==> src/rtl/sim_pkg.sv <==
// Shared definitions for the simulation halt monitor: halt reasons,
// control-state encoding and the BREAK instruction match pattern.
package sim_pkg;

  typedef enum logic [1:0] {
    HALT_NONE    = 2'd0,
    HALT_BREAK   = 2'd1,
    HALT_STUCK   = 2'd2,
    HALT_TIMEOUT = 2'd3
  } halt_reason_t;

  typedef enum logic [1:0] {
    ST_RUN   = 2'd0,
    ST_DRAIN = 2'd1,
    ST_HALT  = 2'd2
  } state_t;

  // BREAK encoding with its 15-bit code field zeroed, and the mask that
  // drops the code field before comparison.
  localparam logic [31:0] SIM_BREAK_OPCODE = 32'h002A0000;
  localparam logic [31:0] SIM_BREAK_MASK   = 32'hFFFF8000;

endpackage

==> src/rtl/sim_halt_monitor_if.sv <==
// CPU commit (retire) stream: one retiring instruction per valid cycle.
interface sim_halt_monitor_if #(
  parameter int INST_WIDTH = 32
);
  logic                  commit_valid;
  logic [INST_WIDTH-1:0] commit_pc;
  logic [INST_WIDTH-1:0] commit_inst;

  modport master (output commit_valid, output commit_pc, output commit_inst);
  modport slave  (input  commit_valid, input  commit_pc, input  commit_inst);
endinterface

==> src/rtl/sat_counter.sv <==
// Up-counter that sticks at all-ones instead of wrapping.
// Priority: clear, then load, then increment.
module sat_counter #(
  parameter int WIDTH = 32
) (
  input  logic             clk,
  input  logic             clear,
  input  logic             load,
  input  logic             inc,
  input  logic [WIDTH-1:0] load_val,
  output logic [WIDTH-1:0] value
);

  logic [WIDTH-1:0] value_reg;

  // Count register: clear/load/saturating increment.
  always_ff @(posedge clk) begin
    if (clear) begin
      value_reg <= '0;
    end else if (load) begin
      value_reg <= load_val;
    end else if (inc && !(&value_reg)) begin
      value_reg <= value_reg + WIDTH'(1);
    end
  end

  assign value = value_reg;

endmodule

==> src/rtl/sim_halt_monitor.sv <==
// Watches the commit stream for a retired BREAK, a dead loop on one PC or a
// global cycle timeout; after a drain period raises is_break and holds it.
module sim_halt_monitor
  import sim_pkg::*;
#(
  parameter int                    INST_WIDTH     = 32,
  parameter int                    CNT_WIDTH      = 32,
  parameter logic [INST_WIDTH-1:0] BREAK_OPCODE   = INST_WIDTH'(SIM_BREAK_OPCODE),
  parameter logic [INST_WIDTH-1:0] BREAK_MASK     = INST_WIDTH'(SIM_BREAK_MASK),
  parameter int                    DRAIN_CYCLES   = 4,
  parameter int                    TIMEOUT_CYCLES = 1000000,
  parameter int                    STUCK_LIMIT    = 1000
) (
  input  logic                  clk,
  input  logic                  reset,
  sim_halt_monitor_if.slave     commit,
  output logic                  is_break,
  output logic [1:0]            halt_reason,
  output logic [INST_WIDTH-1:0] halt_pc,
  output logic [CNT_WIDTH-1:0]  retired_cnt,
  output logic [CNT_WIDTH-1:0]  cycle_cnt
);

  // Limits are compared in a width wider than the counters so that a limit
  // larger than a narrow counter can never match a truncated value.
  localparam int          WIDE      = CNT_WIDTH + 32;
  localparam logic [31:0] TO_LAST   = 32'(TIMEOUT_CYCLES - 1);
  localparam logic [31:0] STUCK_LIM = 32'(STUCK_LIMIT);
  localparam int          DRAIN_W   = (DRAIN_CYCLES > 0) ? $clog2(DRAIN_CYCLES + 1) : 1;

  state_t                state_reg, state_next;
  halt_reason_t          halt_reason_reg, halt_reason_next;
  logic [INST_WIDTH-1:0] halt_pc_reg, halt_pc_next;
  logic [INST_WIDTH-1:0] last_pc_reg;
  logic                  seen_reg;
  logic                  is_break_reg;
  logic [DRAIN_W-1:0]    drain_reg, drain_next;

  logic [CNT_WIDTH-1:0]  retired_value, cycle_value, stuck_value;
  logic [CNT_WIDTH:0]    stuck_would;
  logic                  run, commit_fire, same_pc;
  logic                  break_hit, stuck_hit, timeout_hit;

  // Halt condition detection in RUN, with the stuck counter's would-be value.
  always_comb begin
    run         = (state_reg == ST_RUN);
    commit_fire = run && commit.commit_valid;
    // Before the first commit last_pc is meaningless, so never treat it as a repeat.
    same_pc     = seen_reg && (commit.commit_pc == last_pc_reg);
    break_hit   = commit_fire && ((commit.commit_inst & BREAK_MASK) == BREAK_OPCODE);
    if (same_pc) begin
      stuck_would = {1'b0, stuck_value} + {{CNT_WIDTH{1'b0}}, ~(&stuck_value)};
    end else begin
      stuck_would = {{CNT_WIDTH{1'b0}}, 1'b1};
    end
    stuck_hit   = commit_fire && (WIDE'(stuck_would) == WIDE'(STUCK_LIM));
    timeout_hit = run && (WIDE'(cycle_value) == WIDE'(TO_LAST));
  end

  // Next-state and halt-field update logic.
  always_comb begin
    state_next       = state_reg;
    halt_reason_next = halt_reason_reg;
    halt_pc_next     = halt_pc_reg;
    drain_next       = drain_reg;
    case (state_reg)
      ST_RUN: begin
        if (break_hit || stuck_hit || timeout_hit) begin
          if (break_hit) begin
            halt_reason_next = HALT_BREAK;
            halt_pc_next     = commit.commit_pc;
          end else if (stuck_hit) begin
            halt_reason_next = HALT_STUCK;
            halt_pc_next     = commit.commit_pc;
          end else begin
            halt_reason_next = HALT_TIMEOUT;
            halt_pc_next     = last_pc_reg;
          end
          drain_next = DRAIN_W'(DRAIN_CYCLES);
          state_next = (DRAIN_CYCLES == 0) ? ST_HALT : ST_DRAIN;
        end
      end
      ST_DRAIN: begin
        drain_next = drain_reg - DRAIN_W'(1);
        if (drain_reg == DRAIN_W'(1)) begin
          state_next = ST_HALT;
        end
      end
      ST_HALT: begin
        state_next = ST_HALT;
      end
      default: begin
        state_next = ST_RUN;
      end
    endcase
  end

  // State, halt fields, last committed PC and the registered break request.
  always_ff @(posedge clk) begin
    if (reset) begin
      state_reg       <= ST_RUN;
      halt_reason_reg <= HALT_NONE;
      halt_pc_reg     <= '0;
      last_pc_reg     <= '0;
      seen_reg        <= 1'b0;
      drain_reg       <= '0;
      is_break_reg    <= 1'b0;
    end else begin
      state_reg       <= state_next;
      halt_reason_reg <= halt_reason_next;
      halt_pc_reg     <= halt_pc_next;
      drain_reg       <= drain_next;
      is_break_reg    <= (state_reg == ST_HALT);
      if (commit_fire) begin
        last_pc_reg <= commit.commit_pc;
        seen_reg    <= 1'b1;
      end
    end
  end

  sat_counter #(.WIDTH(CNT_WIDTH)) u_retired (
    .clk      (clk),
    .clear    (reset),
    .load     (1'b0),
    .inc      (commit_fire),
    .load_val ({CNT_WIDTH{1'b0}}),
    .value    (retired_value)
  );

  sat_counter #(.WIDTH(CNT_WIDTH)) u_cycle (
    .clk      (clk),
    .clear    (reset),
    .load     (1'b0),
    .inc      (state_reg != ST_HALT),
    .load_val ({CNT_WIDTH{1'b0}}),
    .value    (cycle_value)
  );

  sat_counter #(.WIDTH(CNT_WIDTH)) u_stuck (
    .clk      (clk),
    .clear    (reset),
    .load     (commit_fire && !same_pc),
    .inc      (commit_fire && same_pc),
    .load_val ({{(CNT_WIDTH-1){1'b0}}, 1'b1}),
    .value    (stuck_value)
  );

  assign is_break    = is_break_reg;
  assign halt_reason = halt_reason_reg;
  assign halt_pc     = halt_pc_reg;
  assign retired_cnt = retired_value;
  assign cycle_cnt   = cycle_value;

endmodule
==> src/flat_wrapper.sv <==
// flat-port wrapper written by rule: the top's interface ports become plain ports
module sim_halt_monitor_flat import sim_pkg::*;
#(
  parameter int                    INST_WIDTH     = 32,
  parameter int                    CNT_WIDTH      = 32,
  parameter logic [INST_WIDTH-1:0] BREAK_OPCODE   = INST_WIDTH'(SIM_BREAK_OPCODE),
  parameter logic [INST_WIDTH-1:0] BREAK_MASK     = INST_WIDTH'(SIM_BREAK_MASK),
  parameter int                    DRAIN_CYCLES   = 4,
  parameter int                    TIMEOUT_CYCLES = 1000000,
  parameter int                    STUCK_LIMIT    = 1000
)
  (clk, reset, is_break, halt_reason, halt_pc, retired_cnt, cycle_cnt, commit_commit_valid, commit_commit_pc, commit_commit_inst);
  sim_halt_monitor_if #(.INST_WIDTH(INST_WIDTH)) commit_i ();
  input  logic clk;
  input  logic reset;
  output logic is_break;
  output logic [1:0] halt_reason;
  output logic [INST_WIDTH-1:0] halt_pc;
  output logic [CNT_WIDTH-1:0] retired_cnt;
  output logic [CNT_WIDTH-1:0] cycle_cnt;
  input wire logic [$bits(commit_i.commit_valid)-1:0] commit_commit_valid;
  input wire logic [$bits(commit_i.commit_pc)-1:0] commit_commit_pc;
  input wire logic [$bits(commit_i.commit_inst)-1:0] commit_commit_inst;
  assign commit_i.commit_valid = commit_commit_valid;
  assign commit_i.commit_pc = commit_commit_pc;
  assign commit_i.commit_inst = commit_commit_inst;
  sim_halt_monitor #(.INST_WIDTH(INST_WIDTH), .CNT_WIDTH(CNT_WIDTH), .BREAK_OPCODE(BREAK_OPCODE), .BREAK_MASK(BREAK_MASK), .DRAIN_CYCLES(DRAIN_CYCLES), .TIMEOUT_CYCLES(TIMEOUT_CYCLES), .STUCK_LIMIT(STUCK_LIMIT)) u_core (.clk(clk), .reset(reset), .commit(commit_i), .is_break(is_break), .halt_reason(halt_reason), .halt_pc(halt_pc), .retired_cnt(retired_cnt), .cycle_cnt(cycle_cnt));
endmodule
==> config.mk <==
export PLATFORM = sky130hd
export DESIGN_NAME = sim_halt_monitor_flat
export DESIGN_NICKNAME = d
export VERILOG_FILES = /design/src/rtl/sim_pkg.sv /design/src/rtl/sim_halt_monitor_if.sv /design/src/rtl/sat_counter.sv /design/src/rtl/sim_halt_monitor.sv /design/src/flat_wrapper.sv
export SDC_FILE = /design/constraint.sdc
export NUM_CORES = 1
export LEC_CHECK = 0
export ABC_AREA = 1
export CAP_MARGIN = 20
export CORE_ASPECT_RATIO = 1.4
export CORE_MARGIN = 1
export CORE_UTILIZATION = 45
export CTS_BUF_LIST = sky130_fd_sc_hd__clkbuf_16
export DETAILED_ROUTE_END_ITERATION = 6
export DONT_BUFFER_PORTS = 1
export GPL_ROUTABILITY_DRIVEN = 0
export PLACE_DENSITY_LB_ADDON = 0.05
export SLEW_MARGIN = 30
export SYNTH_ARGS = -nofsm -noshare
export SYNTH_HDL_FRONTEND = slang
export SYNTH_SLANG_ARGS = --single-unit
==> constraint.sdc <==
create_clock -name clk -period 4.06 [get_ports clk]
set_clock_uncertainty 0.15 [all_clocks]
set_input_delay 0.203 -clock clk [delete_from_list [all_inputs] [get_ports clk]]
set_output_delay 0.203 -clock clk [all_outputs]
set_load 0.03 [all_outputs]
## Word level (Yosys, flattened, before mapping)

Index checks and enable logic that the tools add are counted.

| storage, ports and cells | value |
|---|---|
| bits in registers | 169 |
| bits of input ports | 67 |
| output and inout port bits | 99 |
| word-level logic and storage cells | 65 |

| cells by class | value |
|---|---|
| reductions and logical operators | 26 |
| eq/ne operators | 10 |
| bitwise operators | 1 |
| muxes and demuxes | 12 |
| $add $sub $neg | 5 |

Operators with widths:

| cell | count |
|---|---|
| $add 32x1->32 const B | 3 |
| $reduce_and 32->1 | 3 |
| $mux 32 | 2 |
| $add 32x1->33 | 1 |
| $eq 33x10->1 const B | 1 |
| $mux 33 | 1 |
| $eq 32x20->1 const B | 1 |
| $eq 32x32->1 | 1 |
| $eq 17x7->1 const B | 1 |
| $logic_and 1x1->1 | 10 |
| $mux 2 | 3 |
| $pmux 2 s3 | 1 |
| $pmux 3 s2 | 1 |
| $reduce_and 2->1 | 3 |
| $logic_not 1->1 | 4 |
| $ne 2x2->1 const B | 2 |
| $reduce_bool 2->1 | 2 |
| $eq 3x1->1 const B | 1 |
| $mux 1 | 3 |
| $mux 3 | 1 |
| $sub 3x1->3 const B | 1 |
| $eq 2x1->1 const B | 1 |
| $eq 2x2->1 const B | 1 |
| $logic_not 2->1 | 1 |
| other kinds (4) | 5 |

## Logic depth before layout (Yosys ltp)

| logic depth | value |
|---|---|
| depth in word-level cells | 10 |
| mapped depth | 28 |
| gate-level depth less buffers | 26 |

## Cells and area by module

From an unflattened synthesis, not the netlist that was laid out.

| unflattened totals | value |
|---|---|
| cells, all modules | 2137 |
| area total of the unflattened synthesis | 12543.3 µm² |

Modules (own cells, without submodules):

| module | sequential area each (µm²) | area each (µm²) | cells an instance | times used |
|---|---|---|---|---|
| sat_counter | 640.6 | 2476.1 | 425 | 3 |
| sim_halt_monitor | 1461.4 | 5114.9 | 862 | 1 |

## Least setup slack after synthesis

Ideal clock, no wire load.

| timing path | value |
|---|---|
| path type | register to register |
| from | reg u_core.u_stuck.value_reg[0] (netlist: u_core.u_stuck.value[0]) |
| to | reg u_core.halt_pc_reg[10] (netlist: u_core.halt_pc[10]) |
| stages on the path, launching flop included | 27 |
| clock period less this slack | 3327 ps |
| path slack | 733 ps |
| data required time | 3793 ps |
| arrival time | 3060 ps |
| setup time | 117 ps |
| path buffers | 2 |
| cells stage by stage | dfxtp_1 ha_1 inv_1 nor2_1 inv_1 nor3_1 nand4_1 ha_1 ha_1 nand3_1 inv_1 nand2_2 nor2_2 nand2_1 nand2_1 a21oi_1 nand2_1 nor2_1 nand3_2 nand2_4 inv_4 nand2_4 buf_6 buf_4 nand3_1 inv_1 nor2_1 |

| on the way | value |
|---|---|
| cells in the longest elaborated chain, start to end | 9 |
| elaborated cells between the ends (all ways) | 11 |
| classes of those cells | add/sub (1); eq/ne (1); mux (3); bitwise (1); reduce/logical (5) |

RTL lines:

| what | line | text |
|---|---|---|
| start, declared | sat_counter.sv:14 | `logic [WIDTH-1:0] value_reg;` |
| start signal, assigned | sat_counter.sv:21 | `value_reg <= load_val;` |
| start signal, assigned | sat_counter.sv:23 | `value_reg <= value_reg + WIDTH'(1);` |
| $reduce_and 32->1 | sim_halt_monitor.sv:52 | `stuck_would = {1'b0, stuck_value} + {{CNT_WIDTH{1'b0}}, ~(&stuck_value)};` |
| $not 1->1 | sim_halt_monitor.sv:52 |  |
| $add 32x1->33 * | sim_halt_monitor.sv:52 |  |
| $mux 33 * | sim_halt_monitor.sv:51 | `if (same_pc) begin` |
| $eq 33x10->1 * | sim_halt_monitor.sv:56 | `stuck_hit = commit_fire && (WIDE'(stuck_would) == WIDE'(STUCK_LIM));` |
| $logic_and 1x1->1 * | sim_halt_monitor.sv:56 |  |
| $logic_or 1x1->1 (2 in a row) | sim_halt_monitor.sv:68 | `if (break_hit \|\| stuck_hit \|\| timeout_hit) begin` |
| $reduce_and 2->1 (no line) | n/a |  |
| end signal, assigned | sim_halt_monitor.sv:111 | `halt_pc_reg <= halt_pc_next;` |
| end, declared | sim_halt_monitor.sv:33 | `logic [INST_WIDTH-1:0] halt_pc_reg, halt_pc_next;` |

Every way passes the cells marked *; elsewhere a longest branch is shown, timed or not.
A chain may end at the register's enable or synchronous reset.

## Worst setup path after layout

| timing path | value |
|---|---|
| from | reg u_core.u_stuck.value_reg[7] (netlist: u_core.u_stuck.value[7]) |
| to | reg u_core.halt_pc_reg[10] (netlist: u_core.halt_pc[10]) |

Same word-level chain as after synthesis.

==> impl_metrics.py <==
metrics = {
    "outcome": {
        "status": "complete, no violations",
    },
    "synth": {
        "synthFlopType": "dfxtp_1",
        "synth_area_um2": 9853,
        "syn_inst": 1577,
        "synth_nets": 1654,
        "ys_types": 36,
        "synth-seq-cells": 169,
        "syn_area_per_cell_um2": 6.248,
        "yosysSeqAreaShare": 0.3434,
        "synth_top_cell_by_area": "dfxtp_1",
        "synth_top_area_frac": 0.3434,
        "synth_edf_count": 0,
        "yosys-top-cells-area": "dfxtp_1 (34%), nand2_1 (16%), inv_1 (8.1%), nor2_1 (7.3%), o21ai_0 (5.7%)",
        "async_reset_ff_frac": 0,
        "yosysWarnings": 0,
    },
    "sta": {
        "drv_slew": 0,
        "timing.final.ws_setup_ns": 0.3358,
        "post-route-min-period_ns": 3.724,
        "hold_violations": 0,
        "rsz0062_at_grt": "false",
        "slew_headroom": 0.4336,
        "finalSetupViolCount": 0,
        "fin_tns_setup_ns": 0,
        "max_freq_mhz": 268.5,
        "worstMarginPinSlew_ns": 0.8487,
        "min_period_over_period": 0.9173,
    },
    "route": {
        "drt-total-wl_um": 28670,
        "via_count": 9963,
        "dr.pass1.iters": 5,
        "drt-vias-per-instance": 5.186,
        "drc_errors": 0,
        "wl_per_cell_um": 14.93,
        "drtIter0Drc": 538,
        "antenna_left": 0,
    },
    "hold_path": {
        "min-delay-path-class": "primary input to register",
    },
    "floorplan": {
        "die_height_um": 177.1,
        "core_area_um2": 21360,
        "die_area_um2": 22500,
        "die_x_um": 127.1,
        "num_rows": 63,
        "initial_core_util": 0.4613,
        "boundaryPins": 166,
    },
    "cells_and_area": {
        "multi_input_area_um2": 5477,
        "seqCellArea_um2": 3386,
        "fin_nets": 1693,
        "mostFrequentLayoutCell": "nand2_1",
        "drive_gt1_frac": 0.05832,
        "final_core_util": 0.5247,
        "fillers": 2248,
        "area.growth.synth_to_final_pct": 13.75,
        "diodes": 0,
        "layout_common_cells": "nand2_1 (420), inv_1 (211), nor2_1 (191)",
        "instances_no_fill": 1921,
    },
    "grt": {
        "grt_pass1_wl_um": 46800,
        "overflow": 0,
        "grt_max_degree": 56,
        "grt_antenna_before_repair": 0,
        "first_global_vias": 9368,
        "grt_use_total": 0.2606,
    },
    "worst_setup_path": {
        "cp.arrival_ns": 3.90,
        "worstSetupPathType": "register to register",
        "required_ns": 4.24,
        "crit_path_start_kind": "register",
        "worst_setup_path_end_kind": "register",
        "cp_max_fo": 37,
    },
    "power_and_ir_drop": {
        "max-vdd-ir-drop_mv": 0.2881,
        "p_per_area_nw_per_um2": 319.4,
        "p_leak_nw": 4.401,
    },
    "flow_run": {
        "cap_violations": 0,
    },
    "cts": {
        "clock-sinks": 169,
        "numCtsBuffers": 17,
        "clkTransAtPathRegs_ns": 0.08,
        "h-tree-depth": 4,
        "cts_buffer_depth": 2,
        "cts-root-buf": "clkbuf_16",
        "cts_tree": "done",
        "cts_setup_buffers": 0,
        "clk_latency_ns": 0.44,
    },
    "placed_design": {
        "placed_cells": 1854,
        "dpl.hpwl_um": 20630,
        "dp_slack_ns": 0.3164,
        "numPortBuffers": 0,
    },
}
-- final cells by class --
cell class,instances,area share
clock inverters,15,0.01395
well taps,292,0.03260
multi-input cells,1152,0.4886
clock buffers,17,0.03796
repair buffers,60,0.05224
inverters,216,0.07256
flip-flops and latches,169,0.3021
-- cell families after synthesis --
logic type,count (synthesis),share of synthesized area
AO/OA/AOI/OAI,234,0.1228
adder cells (fa/ha/maj),10,0.01270
XOR/XNOR,41,0.03644
buffers and inverters,256,0.1016
AND/OR/NAND/NOR,867,0.3831
flip-flops,169,0.3434
-- metrics by stage --
step / power, mW / hold WS, ns / instance area, um^2
5_1_grt: 3.729 / 0.1396 / 11210
3_5_place_dp: 1.931 / 0.1255 / 10260
4_1_cts: 3.619 / 0.06045 / 11200
6_report: 3.580 / 0.08294 / 11210
3_3_place_gp: 1.927 / 0.1260 / 10260
2_1_floorplan: 1.893 / 0.2129 / 9853
-- worst paths after layout --
path | from | endpoint | slack [ns] | cells after the start
worst min-delay path | commit_commit_valid | u_core.last_pc_reg[18] | 0.08 | 2
worst min register to register | u_core.drain_reg[1] | u_core.drain_reg[1] | 0.33 | 2
worst max register to register | u_core.u_stuck.value[7] | u_core.halt_pc[10] | 0.34 | 24
worst max-delay path | u_core.u_stuck.value[7] | u_core.halt_pc[10] | 0.34 | 24
-- where the power goes --
| group | switching (mW) | total, mW | internal, mW |
|---|---|---|---|
| sequential | 0.0315 | 1.72 | 1.68 |
| combinational | 0.132 | 0.217 | 0.0847 |
| clock | 0.777 | 1.65 | 0.870 |
-- metal layers --
layer	track usage	up-vias	share of wire
met5	0	-	0
met1	0.3045	4445	0.42
met3	0.05260	55	0.059
met2	0.4629	310	0.49
met4	0.1047	0	0.029
li1	-	5153	-
-- what timing repair did --
item | in CTS | in global routing
setup endpoints to repair | 0 | 26
hold endpoints to repair | 105 | 0
resized for setup | 0 | 3
hold buffers | 35 | 0
-- cells in the mapped netlist (2+ instances only) --
cell and instances:
nor3b_1 13, dfxtp_1 169, nor2_4 6, buf_1 2, clkbuf_1 24, buf_6 2, nand2_1 421, nor4_1 20
clkinv_1 2, o21bai_1 8, o21ai_0 113, nand3_1 97, xor2_1 30, nand4_1 41, nand2_2 8, ha_1 10
nor3_1 48, a21oi_1 106, buf_4 3, inv_1 212, o21a_1 4, nor2_2 8, or2_2 4, and3_1 5
nand2_4 2, buf_2 9, nor2_1 191, xnor2_1 11
-- critical path: stages, from the launching register on --
cell	delay (ns)
dfxtp_1	0.46
nand2_2	0.15
inv_1	0.10
nand2_1	0.10
nor3_1	0.19
nand4_1	0.12
ha_1	0.27
ha_1	0.29
nand3_2	0.15
inv_1	0.08
nand2_2	0.14
nor2_2	0.06
nand2_1	0.07
nand2_1	0.05
a21oi_1	0.13
nand2_1	0.10
nor2_1	0.20
nand3_2	0.13
nand2_4	0.10
inv_4	0.06
nand2_4	0.08
buf_12	0.18
nand3_1	0.09
inv_1	0.09
nor2_1	0.04
No activity file was read; power rests on OpenSTA's default activity.
